`config.mk`:
```
export PLATFORM = sky130hd
export DESIGN_NAME = kypd_tone_player
export DESIGN_NICKNAME = d
export VERILOG_FILES = /design/src/rtl/kypd_tone_pkg.sv /design/src/rtl/kypd_tone_player_debounce.sv /design/src/rtl/kypd_tone_player.sv
export SDC_FILE = /design/constraint.sdc
export NUM_CORES = 1
export LEC_CHECK = 0
export CAP_MARGIN = 5
export CORE_MARGIN = 1.5
export CORE_UTILIZATION = 60
export DETAILED_ROUTE_END_ITERATION = 8
export PLACE_DENSITY = 0.77
export SLEW_MARGIN = 10
export SYNTH_ARGS = -nofsm -noshare
export SYNTH_HDL_FRONTEND = slang
export SYNTH_HIERARCHICAL = 1
export SYNTH_SLANG_ARGS = --single-unit
```
`constraint.sdc`:
```
create_clock -name clk -period 12.11 [get_ports clk]
set_input_delay 1.8165 -clock clk [delete_from_list [all_inputs] [get_ports clk]]
set_output_delay 1.8165 -clock clk [all_outputs]
set_load 0.01 [all_outputs]
```
`src/rtl/kypd_tone_pkg.sv`:
```
// Shared types and constants for the keypad tone player.
// Latency: n/a (package only).
// Backpressure: n/a.
package kypd_tone_pkg;

  localparam int CNT_W = 18;
  localparam int KEY_W = 4;

  typedef enum logic [1:0] {
    IDLE = 2'd0,
    PLAY = 2'd1,
    GAP  = 2'd2
  } state_e;

  // Half periods at 100 MHz. Slot 0 is C5 so that a key code's low 3 bits
  // are directly the note index (keys 1..7 -> 1..7, key 8 -> 0).
  localparam logic [CNT_W-1:0] HALF_C5 = 18'd95557;
  localparam logic [CNT_W-1:0] HALF_C4 = 18'd191110;
  localparam logic [CNT_W-1:0] HALF_D4 = 18'd170265;
  localparam logic [CNT_W-1:0] HALF_E4 = 18'd151685;
  localparam logic [CNT_W-1:0] HALF_F4 = 18'd143172;
  localparam logic [CNT_W-1:0] HALF_G4 = 18'd127551;
  localparam logic [CNT_W-1:0] HALF_A4 = 18'd113636;
  localparam logic [CNT_W-1:0] HALF_B4 = 18'd101239;

  typedef struct packed {
    logic       is_note;
    logic [2:0] idx;
  } note_t;

  // Keys 1..8 are notes; 0, 9 and A..F are rests.
  function automatic note_t map_code(input logic [KEY_W-1:0] code);
    note_t n;
    n.is_note = (code >= 4'd1) && (code <= 4'd8);
    n.idx     = code[2:0];
    return n;
  endfunction

  function automatic logic [CNT_W-1:0] half_of(input logic [2:0] idx);
    logic [CNT_W-1:0] h;
    case (idx)
      3'd1:    h = HALF_C4;
      3'd2:    h = HALF_D4;
      3'd3:    h = HALF_E4;
      3'd4:    h = HALF_F4;
      3'd5:    h = HALF_G4;
      3'd6:    h = HALF_A4;
      3'd7:    h = HALF_B4;
      default: h = HALF_C5;
    endcase
    return h;
  endfunction

endpackage

```
`src/rtl/kypd_tone_player_debounce.sv`:
```
// Debounces the decoder key code and pulses key_event when the stable code changes.
// Latency: event is high DEBOUNCE_CYC cycles after the first cycle the candidate is held.
// Backpressure: none; the decoder holds its code, so a repeated key gives no event.
module kypd_debounce
  import kypd_tone_pkg::*;
#(
  parameter int DEBOUNCE_CYC = 1_000_000
) (
  input  logic             clk,
  input  logic             rst_n,
  input  logic [KEY_W-1:0] key_code_i,
  output logic             key_event_o,
  output logic [KEY_W-1:0] stable_code_o
);

  localparam int DB_W = (DEBOUNCE_CYC > 1) ? $clog2(DEBOUNCE_CYC) : 1;
  localparam logic [DB_W-1:0] DB_LAST = DB_W'(DEBOUNCE_CYC - 1);

  logic [KEY_W-1:0] cand_q;
  logic [KEY_W-1:0] stable_code_q;
  logic [KEY_W-1:0] last_code_q;
  logic [DB_W-1:0]  cnt_q;

  // Track the candidate; restart the count on any change, accept once it has aged out.
  always_ff @(posedge clk or negedge rst_n) begin
    if (!rst_n) begin
      cand_q        <= '0;
      cnt_q         <= '0;
      stable_code_q <= '0;
    end else if (key_code_i != cand_q) begin
      cand_q <= key_code_i;
      cnt_q  <= '0;
    end else if (cnt_q == DB_LAST) begin
      stable_code_q <= cand_q;
    end else begin
      cnt_q <= cnt_q + 1'b1;
    end
  end

  // last_code trails stable_code by one cycle, so a change shows as a 1-cycle pulse.
  always_ff @(posedge clk or negedge rst_n) begin
    if (!rst_n) begin
      last_code_q <= '0;
    end else begin
      last_code_q <= stable_code_q;
    end
  end

  assign key_event_o   = (stable_code_q != last_code_q);
  assign stable_code_o = stable_code_q;

endmodule

```
`src/rtl/kypd_tone_player.sv`:
```
// Keypad tone player: debounced key -> note FSM (IDLE/PLAY/GAP) -> square-wave speaker.
// Latency: playing/spk rise one clock after the debounce event; all outputs registered.
// Backpressure: none; one pending note is held during GAP. KYPD_TONE_VOLUME_EN adds vol PWM.
module kypd_tone_player
  import kypd_tone_pkg::*;
#(
  parameter int DEBOUNCE_CYC = 1_000_000,
  parameter int NOTE_CYC     = 25_000_000,
  parameter int GAP_CYC      = 5_000_000,
  parameter int TONE_SHIFT   = 0
) (
  input  logic             clk,
  input  logic             rst_n,
  input  logic [KEY_W-1:0] key_code,
`ifdef KYPD_TONE_VOLUME_EN
  input  logic [1:0]       vol,
`endif
  output logic             spk,
  output logic             playing,
  output logic [2:0]       note_idx
);

  localparam int MAX_CYC = (NOTE_CYC > GAP_CYC) ? NOTE_CYC : GAP_CYC;
  localparam int DUR_W   = (MAX_CYC > 1) ? $clog2(MAX_CYC) : 1;
  localparam logic [DUR_W-1:0] NOTE_LAST = DUR_W'(NOTE_CYC - 1);
  localparam logic [DUR_W-1:0] GAP_LAST  = DUR_W'(GAP_CYC - 1);

  logic             key_event;
  logic [KEY_W-1:0] stable_code;
  note_t            ev_note;
  logic             ev_is_note;
  logic             vol_gate;

  state_e           state_q;
  logic [DUR_W-1:0] dur_q;
  logic [CNT_W-1:0] half_q;
  logic             tone_q;
  logic [2:0]       note_q;
  logic             pend_vld_q;
  logic [2:0]       pend_note_q;

  logic             go_play;
  logic [2:0]       play_idx;

  kypd_debounce #(
    .DEBOUNCE_CYC(DEBOUNCE_CYC)
  ) u_debounce (
    .clk          (clk),
    .rst_n        (rst_n),
    .key_code_i   (key_code),
    .key_event_o  (key_event),
    .stable_code_o(stable_code)
  );

  assign ev_note    = map_code(stable_code);
  assign ev_is_note = key_event & ev_note.is_note;

  // Reload value for the half-period counter; the toggle happens when it hits 0.
  function automatic logic [CNT_W-1:0] half_reload(input logic [2:0] idx);
    return (half_of(idx) >> TONE_SHIFT) - CNT_W'(1);
  endfunction

`ifdef KYPD_TONE_VOLUME_EN
  logic [1:0] pwm_cnt_q;
  logic [1:0] pwm_cnt_d;

  assign pwm_cnt_d = pwm_cnt_q + 2'd1;
  // spk is registered, so gate it with the PWM phase that is current when it is visible.
  assign vol_gate  = (pwm_cnt_d <= vol);

  // Free-running PWM phase for the volume duty cycle.
  always_ff @(posedge clk or negedge rst_n) begin
    if (!rst_n) begin
      pwm_cnt_q <= '0;
    end else begin
      pwm_cnt_q <= pwm_cnt_d;
    end
  end
`else
  assign vol_gate = 1'b1;
`endif

  // Decide whether PLAY (re)starts this cycle and with which note; a fresh note
  // event beats the pending one at the end of GAP.
  always_comb begin
    go_play  = 1'b0;
    play_idx = ev_note.idx;
    case (state_q)
      IDLE, PLAY: go_play = ev_is_note;
      GAP: begin
        if (dur_q == '0) begin
          if (ev_is_note) begin
            go_play = 1'b1;
          end else if (!key_event && pend_vld_q) begin
            go_play  = 1'b1;
            play_idx = pend_note_q;
          end
        end
      end
      default: go_play = 1'b0;
    endcase
  end

  // Note FSM with tone generator, shared duration/gap counter and registered outputs.
  always_ff @(posedge clk or negedge rst_n) begin
    if (!rst_n) begin
      state_q     <= IDLE;
      dur_q       <= '0;
      half_q      <= '0;
      tone_q      <= 1'b0;
      note_q      <= '0;
      pend_vld_q  <= 1'b0;
      pend_note_q <= '0;
      spk         <= 1'b0;
      playing     <= 1'b0;
      note_idx    <= '0;
    end else if (go_play) begin
      state_q    <= PLAY;
      note_q     <= play_idx;
      dur_q      <= NOTE_LAST;
      half_q     <= half_reload(play_idx);
      tone_q     <= 1'b1;
      pend_vld_q <= 1'b0;
      spk        <= vol_gate;
      playing    <= 1'b1;
      note_idx   <= play_idx;
    end else begin
      case (state_q)
        IDLE: begin
          spk      <= 1'b0;
          playing  <= 1'b0;
          note_idx <= '0;
        end
        PLAY: begin
          // Any event reaching here is a rest; it cuts the note short.
          if (key_event || dur_q == '0) begin
            state_q  <= GAP;
            dur_q    <= GAP_LAST;
            tone_q   <= 1'b0;
            spk      <= 1'b0;
            playing  <= 1'b0;
            note_idx <= '0;
          end else begin
            dur_q <= dur_q - 1'b1;
            if (half_q == '0) begin
              half_q <= half_reload(note_q);
              tone_q <= ~tone_q;
              spk    <= ~tone_q & vol_gate;
            end else begin
              half_q <= half_q - 1'b1;
              spk    <= tone_q & vol_gate;
            end
          end
        end
        GAP: begin
          if (dur_q == '0) begin
            state_q    <= IDLE;
            pend_vld_q <= 1'b0;
          end else begin
            dur_q <= dur_q - 1'b1;
            if (key_event) begin
              pend_vld_q  <= ev_note.is_note;
              pend_note_q <= ev_note.idx;
            end
          end
        end
        default: begin
          state_q  <= IDLE;
          spk      <= 1'b0;
          playing  <= 1'b0;
          note_idx <= '0;
        end
      endcase
    end
  end

endmodule

```
[After elaboration in Yosys (flattened, before gate mapping)]
Index checks and enable logic that the tools add are counted.
Word-level totals
  bits in registers: 90
  output and inout port bits: 5
  word-level logic and storage cells: 116
Cells by class
  add/sub/neg operators: 5
  order comparisons: 2
  equality and inequality tests: 26
  mux-type cells: 45
  bitwise gates (word level): 5
  reduce and logical (&&, ||, !) cells: 19
Operators by type and width (count)
  $pmux 18 s7: 2
  $mux 18: 9
  $mux 25: 3
  $sub 18x1->18 const B: 3
  $pmux 25 s2: 1
  $mux 20: 2
  $logic_not 25->1: 1
  $sub 25x1->25 const B: 1
  $eq 3x3->1 const B: 8
  $add 20x1->20 const B: 1
  $eq 20x20->1 const B: 1
  $logic_not 18->1: 1
  $mux 3: 6
  $mux 1: 14
  $eq 3x2->1 const B: 4
  $reduce_and 2->1: 5
  $ne 3x3->1 const B: 3
  $ne 4x4->1: 2
  $eq 3x1->1 const B: 2
  $mux 2: 3
  $ne 2x2->1 const B: 3
  $pmux 1 s2: 3
  $pmux 2 s3: 1
  $pmux 3 s2: 1
  other kinds (16): 22

[Longest topological paths before layout]
  depth in word-level cells: 13
  mapped depth: 18
  depth with buffers taken out: 15

[By module]
The synthesis kept the hierarchy.
By module, submodules not included
  kypd_tone_player: instances 1, cells each 536, area each 4370.4 sq um, sequential area each 1451.4 sq um
  kypd_debounce: instances 1, cells each 151, area each 1582.8 sq um, sequential area each 800.8 sq um

[Worst setup path before layout]
Ideal clock, no wire load.
  path kind: register to register
  from: register dur_q[0]
  to: register half_q[16]
  setup time: 0.082 ns
  arrival time: 3.776 ns
  required time: 12.028 ns
  slack: 8.252 ns
  stages on the path, launching flop included: 17
  buffers on the path: 2
  cell sequence: dfrtp_1 inv_1 ha_1 nor4b_1 nand4_2 o32ai_4 and2_1 clkbuf_1 clkbuf_1 nor2_1 a31oi_1 ha_1 nand2_1 nor2_1 nand4_1 or4_1 a31oi_1
Between the ends
  longest elaborated chain between the ends: 8
RTL lines
  from (decl): line kypd_tone_player.sv:35  | logic [DUR_W-1:0] dur_q;
  from (signal assigned): line kypd_tone_player.sv:144  | dur_q <= dur_q - 1'b1;
  from (signal assigned): line kypd_tone_player.sv:160  | dur_q <= dur_q - 1'b1;
  $logic_not 25->1 (*): line kypd_tone_player.sv:91, kypd_tone_player.sv:136
  $mux 3: line kypd_tone_player.sv:91  | if (dur_q == '0) begin
  $mux 3: line kypd_tone_player.sv:88  | case (state_q)
  $eq 3x3->1, or another cell as far along: line kypd_tone_pkg.sv:41  | case (idx)
  $pmux 18 s7: line kypd_tone_pkg.sv:41
  $mux 18: line kypd_tone_player.sv:117  | end else if (go_play) begin
  $sub 18x1->18: line kypd_tone_player.sv:60  | return (half_of(idx) >> TONE_SHIFT) - CNT_W'(1);
  $mux 18: line kypd_tone_player.sv:117
  to (signal assigned): line kypd_tone_player.sv:121  | half_q <= half_reload(play_idx);
  to (signal assigned): line kypd_tone_player.sv:146  | half_q <= half_reload(note_q);
  to (signal assigned): line kypd_tone_player.sv:150  | half_q <= half_q - 1'b1;
  to (decl): line kypd_tone_player.sv:36  | logic [CNT_W-1:0] half_q;
Mark *: on every way between the ends. The rest lies on a longest branch, timed or not. The select of a mux whose other input is x is not followed.
A chain may end at the register's enable or synchronous reset.

[Worst setup path after layout]
  from: register u_debounce.stable_code_q[0], in the netlist u_debounce/stable_code_o[0]
  to: register half_q[16]
Between the ends
  longest elaborated chain between the ends: 12
RTL lines
  from (decl): line kypd_tone_player_debounce.sv:20  | logic [KEY_W-1:0] stable_code_q;
  from (signal assigned): line kypd_tone_player_debounce.sv:34  | stable_code_q <= cand_q;
  $ne 4x4->1 (*): line kypd_tone_player_debounce.sv:49  | assign key_event_o = (stable_code_q != last_code_q);
  named net key_event: line kypd_tone_player.sv:28  | logic key_event;
  $logic_not 1->1: line kypd_tone_player.sv:94  | end else if (!key_event && pend_vld_q) begin
  $logic_and 1x1->1: line kypd_tone_player.sv:94
  $mux 3: line kypd_tone_player.sv:94
  $mux 3: line kypd_tone_player.sv:92  | if (ev_is_note) begin
  $mux 3: line kypd_tone_player.sv:91
  $mux 3: line kypd_tone_player.sv:88
  $eq 3x3->1, or another cell as far along: line kypd_tone_pkg.sv:41
  $pmux 18 s7: line kypd_tone_pkg.sv:41
  $mux 18: line kypd_tone_player.sv:117
  $sub 18x1->18: line kypd_tone_player.sv:60
  $mux 18: line kypd_tone_player.sv:117
Mark *: on every way through the listed nets, which the timed path passes. The rest lies on a longest branch. The select of a mux whose other input is x is not followed.

==> out/results.ini <==
[synthesis]
yosys_warnings=6
number_of_distinct_library_cells_after_synthesis=74
synth_cells=687
syn_area_um2=5950
synth-edff-count=0
synth-seq-cells=90
postSynth.topFlopCell=sky130_fd_sc_hd__dfrtp_1
synthArstFlopShare_pct=100
share_of_the_yosys_chip_area_belonging_to_registers_pct=37.8
syn-num-nets=697
avgSynthCellArea_um2=8.67

[detailed_routing]
antenna_left=0
initial_drc_count=460
vias_per_cell=6.59
detail_route.wl_per_cell_um=18.1
dr.pass1.iters=5
vias=5319
routed_wire_length_um=14600
drc=0

[critical_path]
worst_setup_path_start_kind=flip-flop
worstPathRequired_ps=12400
worstSetupEndpointType=flip-flop
cp_data_arrival_time_ps=5110
rr_worst_depth=14
reg2reg_setup_slack_ps=7280
r2r-start=u_debounce/stable_code_o[0]
timing_worst_setup_path_type=flip-flop to flip-flop
critical_path.max_fanout=28
rr_endpoint=half_q[16]

[placement]
detailedPlacementHpwl_um=10500
post_place_worst_slack_ps=7420
finalWeightedCongestion=0.945
io_buffers=10
postPlaceCellArea_um2=6080

[min_path]
worstHoldPathCells=1
hold_path.startpoint=note_idx[0]
hold_class=flip-flop to flip-flop
min_delay_worst_endpoint=note_idx[0]

[clock_tree]
cts.sinks=90
clock-root-buffer=sky130_fd_sc_hd__clkbuf_8
tritoncts=built
worst_setup_hold_path_clk_slew_ps=90
clockBufferDepth=2
post-cts-setup-buffer-count=0
clk_latency_ps=370
cts-resized-gates=0
depth_of_the_cts_h_tree=3
numCtsBuffers=9
number_of_buffers_inserted_for_hold_repair_after_clock_tree_synthesis=0

[sta]
max_frequency_ghz=0.207
fin_skew_ps=14.7
report.final.setup_viol=0
final.setup.tns_ps=0
hold_viol=0
max-slew-margin-rel_pct=21.9
layout_min_cycle_time_ps=4830
setup_slack_of_the_critical_path_after_layout_ps=7280
timing_worst_slew_pin_value_ps=1170
finalMaxSlewViolations=0
unrepaired_setup_endpoints_after_global_routing=false
final_worst_path_period_share_pct=39.8

[die]
fp.coreArea_um2=9680
top_level_ports=11
dieHeight_um=103
effective_utilization_at_floorplan_pct=61.5
design.die.area_um2=10500
placementRows=36
die_width_um=103

[final_layout]
fin_util_pct=64.7
finalInstanceArea_um2=6260
num-fill-cells=836
design.final.nets=679
count_of_antenna_diodes_in_the_layout=0
area.growth.synth_to_final_pct=5.19
post_route_cells_drive_above_1_share_pct=8.90
final_common_cell=sky130_fd_sc_hd__dfrtp_1
highest_count_cells_in_the_layout_ignoring_fill_and_taps=sky130_fd_sc_hd__dfrtp_1, sky130_fd_sc_hd__nor2_1, sky130_fd_sc_hd__a21oi_1

[global_routing]
maximum_number_of_pins_on_one_net_before_global_route_repair=73
grt_remaining_overflow=0
grt_pass1_wl_um=23900
grt_antenna_before_repair=0
grt_total_usage_pct=29.1
grt_pass1_vias=4880

[power_and_ir_drop]
p_per_area_nw_per_um2=80.5
max-vdd-ir-drop_mv=0.0539
p_leak_uw=0.00268
post-layout-total-power_uw=504

[status]
run_status=completed

[job]
cap_violations=0

[worst max-delay path by stage]
| stage | startpoint | endpoint | cells past startpoint |
|---|---|---|---|
| detailed placement | u_debounce/stable_code_o[2] | half_q[16] | 14 |
| global route | u_debounce/stable_code_o[0] | half_q[16] | 14 |
| CTS | u_debounce/stable_code_o[2] | half_q[16] | 14 |
| global placement | u_debounce/stable_code_o[2] | half_q[16] | 14 |
| finish | u_debounce/stable_code_o[0] | half_q[16] | 14 |
| floorplan | dur_q[0] | half_q[16] | 16 |
[cell usage after synthesis, drive strengths merged (3+ instances only)]
cell type / n / area [µm²]
a211oi: 7 / 52.6
a21o: 10 / 75.1
a21oi: 55 / 275
a221oi: 3 / 26.3
a31oi: 17 / 106
and2: 12 / 76.3
and3: 7 / 45.1
and4: 5 / 43.8
buf: 7 / 35.0
clkbuf: 38 / 144
dfrtp: 90 / 2250
ha: 4 / 50.1
inv: 12 / 45.0
mux2: 13 / 146
mux2i: 14 / 140
nand2: 54 / 205
nand2b: 12 / 75.1
nand3: 14 / 80.1
nand3b: 6 / 45.0
nand4: 16 / 119
nor2: 61 / 229
nor2b: 11 / 68.8
nor3: 24 / 131
nor3b: 4 / 30.0
nor4: 17 / 158
nor4b: 3 / 26.3
o211ai: 17 / 128
o21ai: 47 / 235
o22a: 4 / 35.0
o31ai: 10 / 75.1
o41ai: 3 / 26.3
or2: 4 / 25.0
or3: 9 / 58.8
or4: 14 / 105
xnor2: 11 / 96.3
xor2: 17 / 149
[sequential cells by signal (all words and copies together), names as in the netlist, 2 cells and up]
| signal | flops |
|---|---|
| u_debounce/last_code_q | 4 |
| state_q | 2 |
| dur_q | 25 |
| note_q | 3 |
| u_debounce/cnt_q | 20 |
| pend_note_q | 3 |
| half_q | 18 |
| u_debounce/stable_code_o | 4 |
| note_idx | 3 |
| u_debounce/cand_q | 4 |
[where the power goes]
part           switching, µW  internal [µW]
clock                    110           80.6
sequential             0.747            301
combinational           8.48           2.93
[through the flow]
step | hold WS [ps] | std cells
6_report | 485 | 807
5_1_grt | 503 | 807
4_1_cts | 486 | 807
3_5_place_dp | 465 | 791
3_3_place_gp | 461 | 791
2_1_floorplan | 404 | 687
[metal layers]
metal | GRT usage, % | vias up | routed length [µm]
met5 | 0 | - | 0
met4 | 13.7 | 0 | 327
met3 | 4.61 | 26 | 869
met2 | 46.2 | 191 | 6950
met1 | 39.4 | 2555 | 6480
li1 | - | 2547 | -
[worst max-delay path, cell delays in order, from the launching register on]
cell and delay, ps:
sky130_fd_sc_hd__dfrtp_1 720, sky130_fd_sc_hd__xnor2_1 190, sky130_fd_sc_hd__nand4_1 310, sky130_fd_sc_hd__and2_1 270, sky130_fd_sc_hd__mux2i_1 560, sky130_fd_sc_hd__nand2_1 350
sky130_fd_sc_hd__nand2_2 530, sky130_fd_sc_hd__nand2_1 90, sky130_fd_sc_hd__o21ai_0 130, sky130_fd_sc_hd__ha_1 240, sky130_fd_sc_hd__nand2_1 70, sky130_fd_sc_hd__nor2_1 320
sky130_fd_sc_hd__nand4_1 290, sky130_fd_sc_hd__or4_1 490, sky130_fd_sc_hd__a31oi_1 170
[logic make-up after synthesis]
group | count (synthesis) | share of synthesized area, %
adders and majority gates | 4 | 0.841
AOI/OAI and AO/OA | 203 | 22.2
buffers and inverters | 57 | 3.76
muxes | 27 | 4.81
and+or+nand+nor | 278 | 26.4
DFF | 90 | 37.8
xor gates and xnor gates | 28 | 4.12
[layout make-up]
class                      instances  area [µm²]  area share, %
clock buffer                      10         138           2.20
clock inverter                     6        41.3          0.659
inverter                          12        45.0          0.719
multi-input combinational        540        3480           55.5
sequential                        90        2250           36.0
tap                              133         166           2.66
timing repair buffer              16         143           2.28
Power figures use the tool's default switching activity.
